<file path="config.mk">
export PLATFORM = sky130hd
export DESIGN_NAME = mbist_march_ctrl
export DESIGN_NICKNAME = d
export VERILOG_FILES = /design/src/rtl/mbist_march_ctrl.sv
export SDC_FILE = /design/constraint.sdc
export NUM_CORES = 1
export LEC_CHECK = 0
export ABC_AREA = 1
export BUFFER_PORTS_ARGS = -buffer_cell sky130_fd_sc_hd__buf_2
export CAP_MARGIN = 20
export CORE_MARGIN = 2
export CORE_UTILIZATION = 40
export CTS_CLUSTER_DIAMETER = 80
export DETAILED_ROUTE_END_ITERATION = 6
export PLACE_DENSITY_LB_ADDON = 0.3
export REMOVE_ABC_BUFFERS = 1
export SYNTH_ARGS = -nofsm -noshare
export SYNTH_HDL_FRONTEND = slang
export SYNTH_SLANG_ARGS = --single-unit
</file>
<file path="constraint.sdc">
create_clock -name clk -period 2.14 [get_ports clk]
set_input_delay 0.428 -clock clk [delete_from_list [all_inputs] [get_ports clk]]
set_output_delay 0.428 -clock clk [all_outputs]
set_load 0.05 [all_outputs]
</file>
<file path="src/rtl/mbist_march_ctrl.sv">
// March-test BIST controller (MATS+, March X, March C-) for one single-port RAM,
// with selectable background, pass-through when idle and first-fail diagnostics.
module mbist_march_ctrl #(
  parameter int wcount  = 256,
  parameter int wlength = 4,
  parameter int fcw     = 8,
  localparam int aw     = (wcount > 1) ? $clog2(wcount) : 1
) (
  input  logic               clk,
  input  logic               rst,
  input  logic               start,
  input  logic [1:0]         mode,
  input  logic               bg_sel,
  input  logic               rwbarin,
  input  logic [wlength-1:0] datain,
  input  logic [aw-1:0]      address,
  output logic               mem_rwbar,
  output logic [wlength-1:0] mem_din,
  output logic [aw-1:0]      mem_addr,
  input  logic [wlength-1:0] mem_dout,
  output logic [wlength-1:0] dataout,
  output logic               busy,
  output logic               done,
  output logic               fail,
  output logic [aw-1:0]      fail_addr,
  output logic [2:0]         fail_elem,
  output logic [wlength-1:0] fail_bits,
  output logic [fcw-1:0]     fail_count,
  output logic [1:0]         dbg_state
);

  typedef enum logic [1:0] {
    S_IDLE  = 2'd0,
    S_RUN   = 2'd1,
    S_DRAIN = 2'd2,
    S_DONE  = 2'd3
  } state_t;

  localparam logic [1:0] ALG_MATS = 2'd0;
  localparam logic [1:0] ALG_X    = 2'd1;
  localparam logic [1:0] ALG_C    = 2'd2;

  // One March element: op count, direction and the (read?, value) of each op.
  typedef struct packed {
    logic two_ops;
    logic down;
    logic rd0;
    logic val0;
    logic rd1;
    logic val1;
  } elem_t;

  function automatic elem_t elem_desc(input logic [1:0] alg, input logic [2:0] e);
    elem_t d;
    d = '0;
    if (alg == ALG_C) begin
      case (e)
        3'd1:    d = '{1'b1, 1'b0, 1'b1, 1'b0, 1'b0, 1'b1};
        3'd2:    d = '{1'b1, 1'b0, 1'b1, 1'b1, 1'b0, 1'b0};
        3'd3:    d = '{1'b1, 1'b1, 1'b1, 1'b0, 1'b0, 1'b1};
        3'd4:    d = '{1'b1, 1'b1, 1'b1, 1'b1, 1'b0, 1'b0};
        3'd5:    d = '{1'b0, 1'b0, 1'b1, 1'b0, 1'b0, 1'b0};
        default: d = '0;
      endcase
    end else begin
      case (e)
        3'd1:    d = '{1'b1, 1'b0, 1'b1, 1'b0, 1'b0, 1'b1};
        3'd2:    d = '{1'b1, 1'b1, 1'b1, 1'b1, 1'b0, 1'b0};
        3'd3:    d = '{1'b0, 1'b0, 1'b1, 1'b0, 1'b0, 1'b0};
        default: d = '0;
      endcase
    end
    return d;
  endfunction

  function automatic logic [wlength-1:0] bg_word(input logic cb, input logic a0);
    logic [wlength-1:0] w;
    for (int i = 0; i < wlength; i++) begin
      w[i] = cb & ~(i[0] ^ a0);
    end
    return w;
  endfunction

  state_t             state;
  logic [1:0]         alg_q;
  logic               bg_q;
  logic [2:0]         elem;
  logic               op;
  logic [aw-1:0]      addr;
  logic               cmp_valid;
  logic [wlength-1:0] cmp_exp;
  logic [aw-1:0]      cmp_addr;
  logic [2:0]         cmp_elem;

  elem_t              cur_d;
  elem_t              next_d;
  logic               cur_rd;
  logic               cur_val;
  logic [wlength-1:0] cur_word;
  logic               last_op;
  logic               at_end;
  logic [2:0]         last_elem;
  logic               mismatch;

  always_comb begin
    cur_d     = elem_desc(alg_q, elem);
    next_d    = elem_desc(alg_q, elem + 3'd1);
    cur_rd    = op ? cur_d.rd1 : cur_d.rd0;
    cur_val   = op ? cur_d.val1 : cur_d.val0;
    cur_word  = bg_word(bg_q, addr[0]) ^ {wlength{cur_val}};
    last_op   = !cur_d.two_ops || op;
    at_end    = cur_d.down ? (addr == '0) : (addr == aw'(wcount - 1));
    last_elem = (alg_q == ALG_MATS) ? 3'd2 : (alg_q == ALG_X) ? 3'd3 : 3'd5;
    mismatch  = cmp_valid && (cmp_exp != mem_dout);
  end

  always_ff @(posedge clk or negedge rst) begin
    if (!rst) begin
      state      <= S_IDLE;
      alg_q      <= ALG_MATS;
      bg_q       <= 1'b0;
      elem       <= '0;
      op         <= 1'b0;
      addr       <= '0;
      cmp_valid  <= 1'b0;
      cmp_exp    <= '0;
      cmp_addr   <= '0;
      cmp_elem   <= '0;
      busy       <= 1'b0;
      done       <= 1'b0;
      fail       <= 1'b0;
      fail_addr  <= '0;
      fail_elem  <= '0;
      fail_bits  <= '0;
      fail_count <= '0;
    end else begin
      cmp_valid <= 1'b0;
      // A read issued last cycle is judged now, even while the next op issues.
      if (mismatch) begin
        if (fail_count != '1) fail_count <= fail_count + fcw'(1);
        if (!fail) begin
          fail      <= 1'b1;
          fail_addr <= cmp_addr;
          fail_elem <= cmp_elem;
          fail_bits <= cmp_exp ^ mem_dout;
        end
      end
      case (state)
        S_IDLE, S_DONE: begin
          if (start) begin
            state      <= S_RUN;
            busy       <= 1'b1;
            done       <= 1'b0;
            fail       <= 1'b0;
            fail_addr  <= '0;
            fail_elem  <= '0;
            fail_bits  <= '0;
            fail_count <= '0;
            alg_q      <= (mode == 2'd3) ? ALG_C : mode;
            bg_q       <= bg_sel;
            elem       <= '0;
            op         <= 1'b0;
            addr       <= '0;
          end
        end
        S_RUN: begin
          if (cur_rd) begin
            cmp_valid <= 1'b1;
            cmp_exp   <= cur_word;
            cmp_addr  <= addr;
            cmp_elem  <= elem;
          end
          if (!last_op) begin
            op <= 1'b1;
          end else begin
            op <= 1'b0;
            if (at_end) begin
              if (elem == last_elem) begin
                state <= S_DRAIN;
              end else begin
                elem <= elem + 3'd1;
                addr <= next_d.down ? aw'(wcount - 1) : '0;
              end
            end else begin
              addr <= cur_d.down ? addr - aw'(1) : addr + aw'(1);
            end
          end
        end
        S_DRAIN: begin
          state <= S_DONE;
          busy  <= 1'b0;
          done  <= 1'b1;
        end
        default: state <= S_IDLE;
      endcase
    end
  end

  always_comb begin
    if (state == S_RUN) begin
      mem_rwbar = cur_rd;
      mem_din   = cur_word;
      mem_addr  = addr;
    end else begin
      mem_rwbar = rwbarin;
      mem_din   = datain;
      mem_addr  = address;
    end
  end

  assign dataout   = mem_dout;
  assign dbg_state = state;

endmodule

</file>
==> flow_summary_export.csv, run 1 <==
group,metric,value,unit
timing,setup_viol,12,
layout,stdcell_count,728,
detailed_routing,drt-total-wl,9.33,mm
clock_tree,htree_num_levels,3,
die,rows,34,
yosys,yosysUniqueCellTypes,26,
yosys,synth_flop_cell,"dfrtp_1",
placement,gp_congestion,0.875,
layout,regArea,1430,um2
die,io_pins,68,
detailed_routing,via_per_inst,4.81,
timing,whs,63.6,ps
placement,dp_hpwl,6.16,mm
layout,drive_above_1_share,0.298,
die,die_height,98.3,um
layout,nNetsFinal,655,
clock_tree,cts_tree,"done",
detailed_routing,drc,0,
layout,diodes,0,
clock_tree,clk_path_buf_depth,2,
setup_path,critPathKind,"flip-flop to primary output",
timing,fin_skew,9.82,ps
yosys,yosysWarnings,0,
timing,maxSlewViolCount,0,
placement,dpl.cell_count,696,
yosys,synth_edf_count,0,
yosys,ys_ff_latch,57,
power,power,8.40,mW
die,die-area,9660,um2
grt,grt_pass1_wl,15.2,mm
yosys,syn_area_per_cell,7.07,um2
yosys,synth_sequential_area_ratio,0.401,
outcome,status,"finished, violations left",
detailed_routing,post_drt_wl_per_cell,12.8,um
die,core_area,8680,um2
die,die_x,98.3,um
timing,fin_crit_sh,1.15,
setup_path,required,1710,ps
die,initial_core_util,0.410,
grt,grt_max_degree,58,
setup_path,crit_top_cell,"buf_4",
clock_tree,clkTransAtPathRegs,70,ps
timing,min_period,2450,ps
clock_tree,hold_buffers,0,
setup_path,startpoint_type,"flip-flop",
clock_tree,cts_made_buffers,9,
setup_path,critPathCaptureType,"primary output",
timing,tightest_slew,324,ps
timing,final.setup.tns,-2020,ps
setup_path,crit_fanout,4,
yosys,synth_cells,503,
yosys,synth_top_area_cell,"dfrtp_1",
setup_path,crit_arrival,2030,ps
yosys,syn_area,3550,um2
detailed_routing,detail-route-antenna-nets,0,
yosys,ys_top_cells_by_count,"nand2_1 (159), inv_1 (72), nor2_1 (63), dfrtp_1 (57), o21ai_0 (36)",
worst_hold_path,hold_path.class,"input pin to asynchronous set/reset pin",
layout,fillers,793,
detailed_routing,drt_iter0_markers,223,
layout,multi_input_area,2050,um2
outcome,violations,"setup timing",
power,max-vdd-ir-drop,612,uV
setup_path,slowest_stage,"dfrtp_1",
power,power_leakage,2.76,nW
detailed_routing,drt_first_pass_iters,4,
grt,grt_pass1_vias,3280,
placement,io_buffers,67,
clock_tree,cts.sinks,57,
timing,layout_setup_ws,-313,ps
grt,grt-ovfl-total,0,
yosys,netlist_top_cells_area,"dfrtp_1 (40%), nand2_1 (17%), inv_1 (7.6%), nor2_1 (6.7%), ha_1 (5.6%)",
flow_run,maxCapViolCount,0,
timing,hold_violations,0,
timing,rsz0062_at_grt,"yes",
grt,antenna_found_initial,0,
yosys,synth_top_area_share,0.401,
power,power_density,1710,nW/um2
clock_tree,clk_latency,350,ps
clock_tree,clockRootBuffer,"clkbuf_8",
layout,syn2layout_area_growth,38.0,%
yosys,async_reset_ff_frac,1.00,
timing,clock.fmax,408,MHz
detailed_routing,vias,3499,
yosys,synth_most_common_cell,"nand2_1",
setup_path,crit_chain,"buf_4 -> ha_4 -> buf_4 -> buf_4 -> or3_4 -> nand2_4 -> nand2_4 -> buf_8",
timing,max_slew_margin,0.783,
setup_path,slowest_delay,420,ps
grt,grt_use_total,0.194,
flip-flops by register name (all words and copies together) (netlist names):
signal      cells
op              1
cmp_elem        3
bg_q            1
busy            1
dbg_state       2
cmp_addr        8
elem            3
cmp_valid       1
cmp_exp         2
fail_bits       4
fail_elem       3
fail            1
done            1
alg_q           2
fail_count      8
addr            8
fail_addr       8
per-layer routing:
| layer | share of wire | GRT usage | up-vias |
|---|---|---|---|
| li1 | - | - | 1764 |
| met1 | 0.44 | 0.240 | 1649 |
| met2 | 0.50 | 0.333 | 74 |
| met3 | 0.038 | 0.0408 | 12 |
| met4 | 0.021 | 0.0738 | 0 |
| met5 | 0 | 0 | - |
final timing paths:
| path | start | to | slack, ps | cells after the start |
|---|---|---|---|---|
| worst max-delay path | elem[0]$_DFFE_PN0P_ | mem_rwbar | -310 | 8 |
| worst min-delay path | rst | busy$_DFFE_PN0P_ | 60 | 2 |
| worst max register to register | elem[0]$_DFFE_PN0P_ | addr[4]$_DFFE_PN0P_ | -150 | 15 |
| worst min register to register | done$_DFFE_PN0P_ | done$_DFFE_PN0P_ | 490 | 2 |
| max in group asynchronous | rst | fail_addr[0]$_DFF_PN0_ | 1810 | 2 |
| min in group clk | start | fail_count[3]$_DFF_PN0_ | 280 | 2 |
critical path, delay by kind of cell, from the launching register on:
family                   cells  cell delay, ps
buffers and inverters        4             560
adder cells (fa/ha/maj)      1             150
AND/OR/NAND/NOR              3             540
flip-flops                   1             420
cell usage in the layout, fill, tap and decap left out, types with 6 or more instances in the layout:
master / n
nand2_4: 9
inv_1: 68
o21ai_1: 12
xnor2_1: 6
nand2_2: 8
ha_4: 9
clkbuf_8: 10
nor2_1: 62
xor2_1: 7
o21ai_0: 26
buf_4: 47
buf_2: 54
nand2_1: 149
nand3_1: 25
buf_6: 10
inv_2: 6
dfrtp_1: 57
a21oi_1: 8
through the flow:
| stage | instance area, um2 | setup slack (ps) | util |
|---|---|---|---|
| after floorplan | 3470 | -706 | - |
| after global placement | 4190 | -144 | 0.483 |
| after detailed placement | 4190 | -224 | 0.483 |
| after CTS | 4740 | -324 | 0.546 |
| after global routing | 4910 | -385 | 0.565 |
| final | 4910 | -313 | 0.565 |
timing repair:
| item | 4_1_cts | 5_1_grt |
|---|---|---|
| buffers inserted | 14 | 3 |
| resized for setup | 60 | 41 |
| cloned | 0 | 1 |
| pin swaps | 22 | 12 |
| setup endpoints to repair | 18 | 36 |
cell families after synthesis:
logic type      share of synthesized area
fa+ha+maj                          0.0619
flops                               0.401
buf+inv                             0.104
compound gates                     0.0715
simple gates                        0.325
xor+xnor                           0.0370
area by class of cell:
cell class              instances  share of cell area
clock inverters                 5              0.0112
well taps                     108              0.0275
inverters                      75              0.0579
clock buffers                  11              0.0288
flip-flops and latches         57               0.291
multi-input cells             357               0.417
repair buffers                115               0.166
where the power goes:
group	internal, mW	switching, mW
sequential	1.44	0.286
clock	0.565	0.455
combinational	2.13	3.52
Note: power is estimated with default switching activity, not from simulation.
==> run 2: changes to the inputs <==
--- a/config.mk
+++ b/config.mk
@@ -9,7 +9,7 @@
 export BUFFER_PORTS_ARGS = -buffer_cell sky130_fd_sc_hd__buf_2
 export CAP_MARGIN = 20
 export CORE_MARGIN = 2
-export CORE_UTILIZATION = 40
+export CORE_UTILIZATION = 50
 export CTS_CLUSTER_DIAMETER = 80
 export DETAILED_ROUTE_END_ITERATION = 6
 export PLACE_DENSITY_LB_ADDON = 0.3
==> flow_summary_export.csv, run 2 (synthesis results as in run 1) <==
group,metric,value,unit
outcome,status,"finished, violations left",
outcome,violations,"setup timing",
power,max-vdd-ir-drop,1220,uV
setup_path,required,1710,ps
detailed_routing,drt_first_pass_iters,5,
setup_path,crit_arrival,2100,ps
clock_tree,hold_buffers,0,
layout,drive_above_1_share,0.335,
timing,min_period,2530,ps
placement,place_area,4180,um2
layout,diodes,0,
layout,syn2layout_area_growth,42.3,%
setup_path,slowest_delay,440,ps
timing,final.setup.tns,-3600,ps
detailed_routing,drt_iter0_markers,330,
die,die-area,7800,um2
setup_path,crit_chain,"inv_2 -> ha_4 -> nand2_4 -> nand2_4 -> o21ai_2 -> o21ai_2 -> xnor2_1 -> nand2_1 -> nand2_1 -> buf_6",
detailed_routing,detail-route-antenna-nets,0,
grt,grt_use_total,0.268,
grt,grt_pass1_wl,16.2,mm
setup_path,crit_fanout,4,
setup_path,critPathKind,"flip-flop to primary output",
clock_tree,clkTransAtPathRegs,70,ps
grt,grt-ovfl-total,0,
placement,io_buffers,67,
setup_path,critPathCaptureType,"primary output",
timing,clock.fmax,396,MHz
die,die_height,88.3,um
power,power_density,1790,nW/um2
timing,fin_skew,9.74,ps
timing,layout_setup_ws,-386,ps
layout,layout_commonest_cell,"nand2_1",
die,rows,30,
worst_hold_path,hold_path.class,"input pin to asynchronous set/reset pin",
timing,maxSlewViolCount,0,
clock_tree,cts_tree,"done",
setup_path,startpoint_type,"flip-flop",
placement,dpl.cell_count,684,
timing,tightest_slew,320,ps
die,core_area,6830,um2
placement,pre_cts_ws,-295,ps
clock_tree,htree_num_levels,3,
layout,stdcell_count,722,
timing,fin_crit_sh,1.18,
clock_tree,cts_made_buffers,9,
clock_tree,clockRootBuffer,"clkbuf_8",
detailed_routing,via_per_inst,5.25,
timing,setup_viol,17,
detailed_routing,drc,0,
clock_tree,clk_latency,350,ps
placement,gp_congestion,0.896,
setup_path,slowest_stage,"dfrtp_1",
die,initial_core_util,0.520,
detailed_routing,drt-total-wl,11.1,mm
placement,dp_hpwl,6.25,mm
grt,grt_pass1_vias,3556,
die,die_x,88.3,um
clock_tree,clk_path_buf_depth,2,
detailed_routing,vias,3787,
die,io_pins,68,
timing,rsz0062_at_grt,"yes",
grt,grt_max_degree,58,
grt,antenna_found_initial,0,
flow_run,maxCapViolCount,0,
layout,final_cell_mix,"nand2_1 (140), inv_1 (65), nor2_1 (62)",
timing,max_slew_margin,0.786,
detailed_routing,post_drt_wl_per_cell,15.4,um
layout,nNetsFinal,661,
power,power_leakage,2.83,nW
layout,post-route-cell-area,5060,um2
clock_tree,cts.sinks,57,
timing,hold_violations,0,
==> run 2: cell types whose count changed in the layout (fill, tap and decap cells not counted), sizes merged <==
cell,previous run,this run
buf,114,120
bufinv,1,2
clkinvlp,2,1
==> run 2: layout make-up <==
cell class / count / area, um2
Multi-Input combinational cell: 357 / 2080
Fill cell: 483 / 1770
Sequential cell: 57 / 1430
Timing Repair Buffer: 121 / 916
Inverter: 75 / 284
Clock buffer: 11 / 151
Tap cell: 96 / 120
Clock inverter: 5 / 77.6
==> run 2: metal layers <==
| metal | track usage | vias to the layer above | share of wire |
|---|---|---|---|
| met2 | 0.470 | 174 | 0.52 |
| met5 | 0 | - | 0 |
| met4 | 0.113 | 0 | 0.035 |
| met3 | 0.0653 | 38 | 0.061 |
| met1 | 0.314 | 1793 | 0.39 |
| li1 | - | 1782 | - |
==> run 2: power by group <==
group | internal, mW | leakage [nW] | switching (mW)
clock network | 0.715 | 0.115 | 0.469
registers | 1.44 | 0.754 | 0.319
logic | 2.33 | 1.96 | 3.80
total | 4.49 | 2.83 | 4.59
==> run 2: repair_timing <==
item,in CTS,in global routing
setup endpoints to repair,20,41
resized for setup,80,43
buffers inserted,17,10
gates cloned,0,1
hold endpoints to repair,0,0
pin swaps,35,46
==> run 2: critical path, delay by kind of cell (launching register included) <==
kind / cells / cell delay (ps)
simple gates: 4 / 380
flops: 1 / 440
compound gates: 2 / 270
buf+inv: 2 / 310
xor+xnor: 1 / 180
fa+ha+maj: 1 / 170
==> run 2: through the flow <==
step / hold slack, ps / util / power [mW]
finish: 56.6 / 0.740 / 9.08
global route: 88.8 / 0.740 / 9.63
CTS: 83.4 / 0.710 / 8.33
detailed placement: 456 / 0.611 / 6.29
global placement: 452 / 0.611 / 6.18
floorplan: 132 / - / 4.92
==> run 2: final timing paths <==
kind                                    startpoint                  endpoint  slack (ps)  depth (start not counted)
setup / recovery               elem[1]$_DFFE_PN0P_                mem_din[2]        -390                         10
hold / removal                                 rst  dbg_state[1]$_DFFE_PN0P_          60                          2
setup reg to reg               elem[1]$_DFFE_PN0P_       addr[7]$_DFFE_PN0P_        -310                         17
hold reg to reg            cmp_addr[7]$_DFFE_PN0P_   cmp_addr[7]$_DFFE_PN0P_         500                          2
max in group asynchronous                      rst   cmp_addr[7]$_DFFE_PN0P_        1800                          2
min in group clk                             start   fail_count[3]$_DFF_PN0_         290                          2
==> run 3: changes to the inputs <==
--- a/config.mk
+++ b/config.mk
@@ -12,8 +12,10 @@
 export CORE_UTILIZATION = 50
 export CTS_CLUSTER_DIAMETER = 80
 export DETAILED_ROUTE_END_ITERATION = 6
+export GPL_TIMING_DRIVEN = 0
 export PLACE_DENSITY_LB_ADDON = 0.3
 export REMOVE_ABC_BUFFERS = 1
+export SETUP_SLACK_MARGIN = 0.5
 export SYNTH_ARGS = -nofsm -noshare
 export SYNTH_HDL_FRONTEND = slang
 export SYNTH_SLANG_ARGS = --single-unit
==> flow_summary_export.csv, run 3 (synthesis results as in run 1) <==
group,metric,value,unit
layout,stdcell_count,712,
layout,regArea,1430,um2
flow_run,maxCapViolCount,0,
layout,syn2layout_area_growth,49.0,%
layout,final_util,0.775,
placement,place_area,3940,um2
detailed_routing,vias,4170,
grt,use_met3,0.0644,
die,die_height,88.3,um
grt,busiest_layer,"met2",
detailed_routing,drc,0,
power,swShare,0.534,
clock_tree,htree_num_levels,3,
power,power_density,1830,nW/um2
power,pwr-share-seq,0.190,
outcome,violations,"setup timing",
power,max-vdd-ir-drop,1430,uV
setup_path,startpoint_type,"flip-flop",
clock_tree,cts_tree,"done",
die,core_area,6830,um2
timing,max_slew_margin,0.691,
grt,grt_max_degree,42,
setup_path,slowest_delay,470,ps
die,io_pins,68,
die,die_x,88.3,um
detailed_routing,via_per_inst,5.86,
grt,grt_use_total,0.287,
detailed_routing,drt_iter0_markers,379,
grt,antenna_found_initial,0,
clock_tree,clkTransAtPathRegs,70,ps
layout,final_cell_mix,"nand2_1 (126), inv_1 (61), nor2_1 (59)",
grt,grt-ovfl-total,0,
clock_tree,clk_path_buf_depth,2,
layout,multi_input_area,2390,um2
clock_tree,clockRootBuffer,"clkbuf_8",
timing,layout_setup_ws,-414,ps
die,rows,30,
placement,gp_congestion,0.844,
worst_hold_path,hold_path.class,"input pin to asynchronous set/reset pin",
timing,min_period,2550,ps
placement,pre_cts_ws,-568,ps
placement,dp_hpwl,5.64,mm
power,pwr-share-comb,0.691,
detailed_routing,drt-total-wl,13.4,mm
power,power_leakage,2.82,nW
placement,io_buffers,67,
grt,met2_usage,0.505,
setup_path,crit_arrival,2130,ps
layout,post-route-cell-area,5300,um2
power,p_int,4.52,mW
grt,grt_pass1_wl,17.1,mm
timing,fin_crit_sh,1.19,
clock_tree,cts_made_buffers,9,
timing,tightest_slew,463,ps
layout,fillers,426,
setup_path,crit_top_cell,"nand2_2",
die,initial_core_util,0.520,
power,power,9.70,mW
timing,rsz0062_at_grt,"yes",
setup_path,crit_fanout,4,
grt,grt_pass1_vias,3575,
timing,fin_skew,10.4,ps
layout,nNetsFinal,652,
detailed_routing,detail-route-antenna-nets,0,
power,power.switching,5.18,mW
timing,clock.fmax,392,MHz
timing,maxSlewViolCount,0,
grt,grtUsageMet1,0.336,
die,die-area,7800,um2
placement,dpl.cell_count,653,
layout,layout_commonest_cell,"nand2_1",
timing,hold_violations,0,
setup_path,critPathKind,"flip-flop to primary output",
clock_tree,clk_latency,360,ps
clock_tree,cts.sinks,57,
layout,diodes,0,
setup_path,crit_chain,"clkinv_4 -> ha_4 -> nand2_4 -> o21ai_2 -> nand2_1 -> o21ai_4 -> xnor2_2 -> nand2_2 -> nand2_2 -> buf_8",
detailed_routing,drt_first_pass_iters,6,
layout,drive_above_1_share,0.396,
setup_path,required,1710,ps
clock_tree,hold_buffers,0,
setup_path,slowest_stage,"dfrtp_2",
timing,setup_viol,12,
setup_path,critPathCaptureType,"primary output",
detailed_routing,post_drt_wl_per_cell,18.9,um
power,clkPwrFrac,0.119,
outcome,status,"finished, violations left",
-- run 3: cell count changes in the layout (fill, tap and decap cells not counted), moves of 4 or more --
cell and change:
buf_4 -12, buf_6 -7, buf_8 +6, dfrtp_1 -5, dfrtp_2 +5, inv_1 -4
nand2_1 -14, nand2_2 +13, o21ai_0 -5, o21ai_4 +5, xnor2_1 -5, xnor2_2 +5
-- run 3: power groups by stage --
stage / Combinational [mW] / Clock (mW) / Sequential (mW)
global route: 7.10 / 1.19 / 1.88
floorplan: 2.74 / 0 / 2.19
detailed placement: 4.09 / 0 / 1.74
finish: 6.70 / 1.15 / 1.85
global placement: 4.00 / 0 / 1.73
CTS: 5.30 / 1.13 / 1.74
-- run 3: worst paths after layout --
kind                                                end               startpoint  cells past startpoint  slack (ps)
worst max-delay path                         mem_din[1]      elem[0]$_DFFE_PN0P_                     10        -410
worst min-delay path                addr[1]$_DFFE_PN0P_                      rst                      1          20
worst max register to register      addr[7]$_DFFE_PN0P_      elem[0]$_DFFE_PN0P_                     18        -320
worst min register to register  cmp_addr[2]$_DFFE_PN0P_  cmp_addr[2]$_DFFE_PN0P_                      2         500
max in group asynchronous        cmp_exp[2]$_DFFE_PN0P_                      rst                      2        1540
min in group clk                       bg_q$_DFFE_PN0P_                   bg_sel                      3         300
-- run 3: worst max-delay path: cells and delay by family, from the launching register on --
kind	cells	cell delay, ps
xor gates and xnor gates	1	190
DFF	1	470
and+or+nand+nor	4	460
adders and majority gates	1	210
buffers and inverters	2	280
AOI/OAI and AO/OA	2	160
-- run 3: per-layer routing --
| metal | share of wire | vias up | wire length [um] |
|---|---|---|---|
| li1 | - | 1772 | - |
| met1 | 0.35 | 1943 | 4690 |
| met2 | 0.48 | 331 | 6510 |
| met3 | 0.094 | 124 | 1270 |
| met4 | 0.073 | 0 | 979 |
| met5 | 0 | - | 0 |
-- run 3: final cells by class --
class,instances,area share
clock inverter,5,0.0151
inverter,75,0.0581
timing repair buffer,107,0.153
clock buffer,10,0.0260
tap,96,0.0227
sequential,57,0.271
timing repair inverter,1,0.00307
multi-input combinational,361,0.451
-- run 3: what timing repair did --
item | in CTS | in global routing
gates resized for setup | 113 | 89
pin swaps | 29 | 48
setup buffers | 24 | 15
gates cloned | 4 | 1
endpoints found under the setup margin | 70 | 64
-- run 3: stage by stage --
stage               hold WS, ps  TNS (ps)
global placement            463     -7100
detailed placement          385     -7930
CTS                        22.1     -2160
global route               30.2     -4000
floorplan                   132     -9060
finish                     15.2     -3330
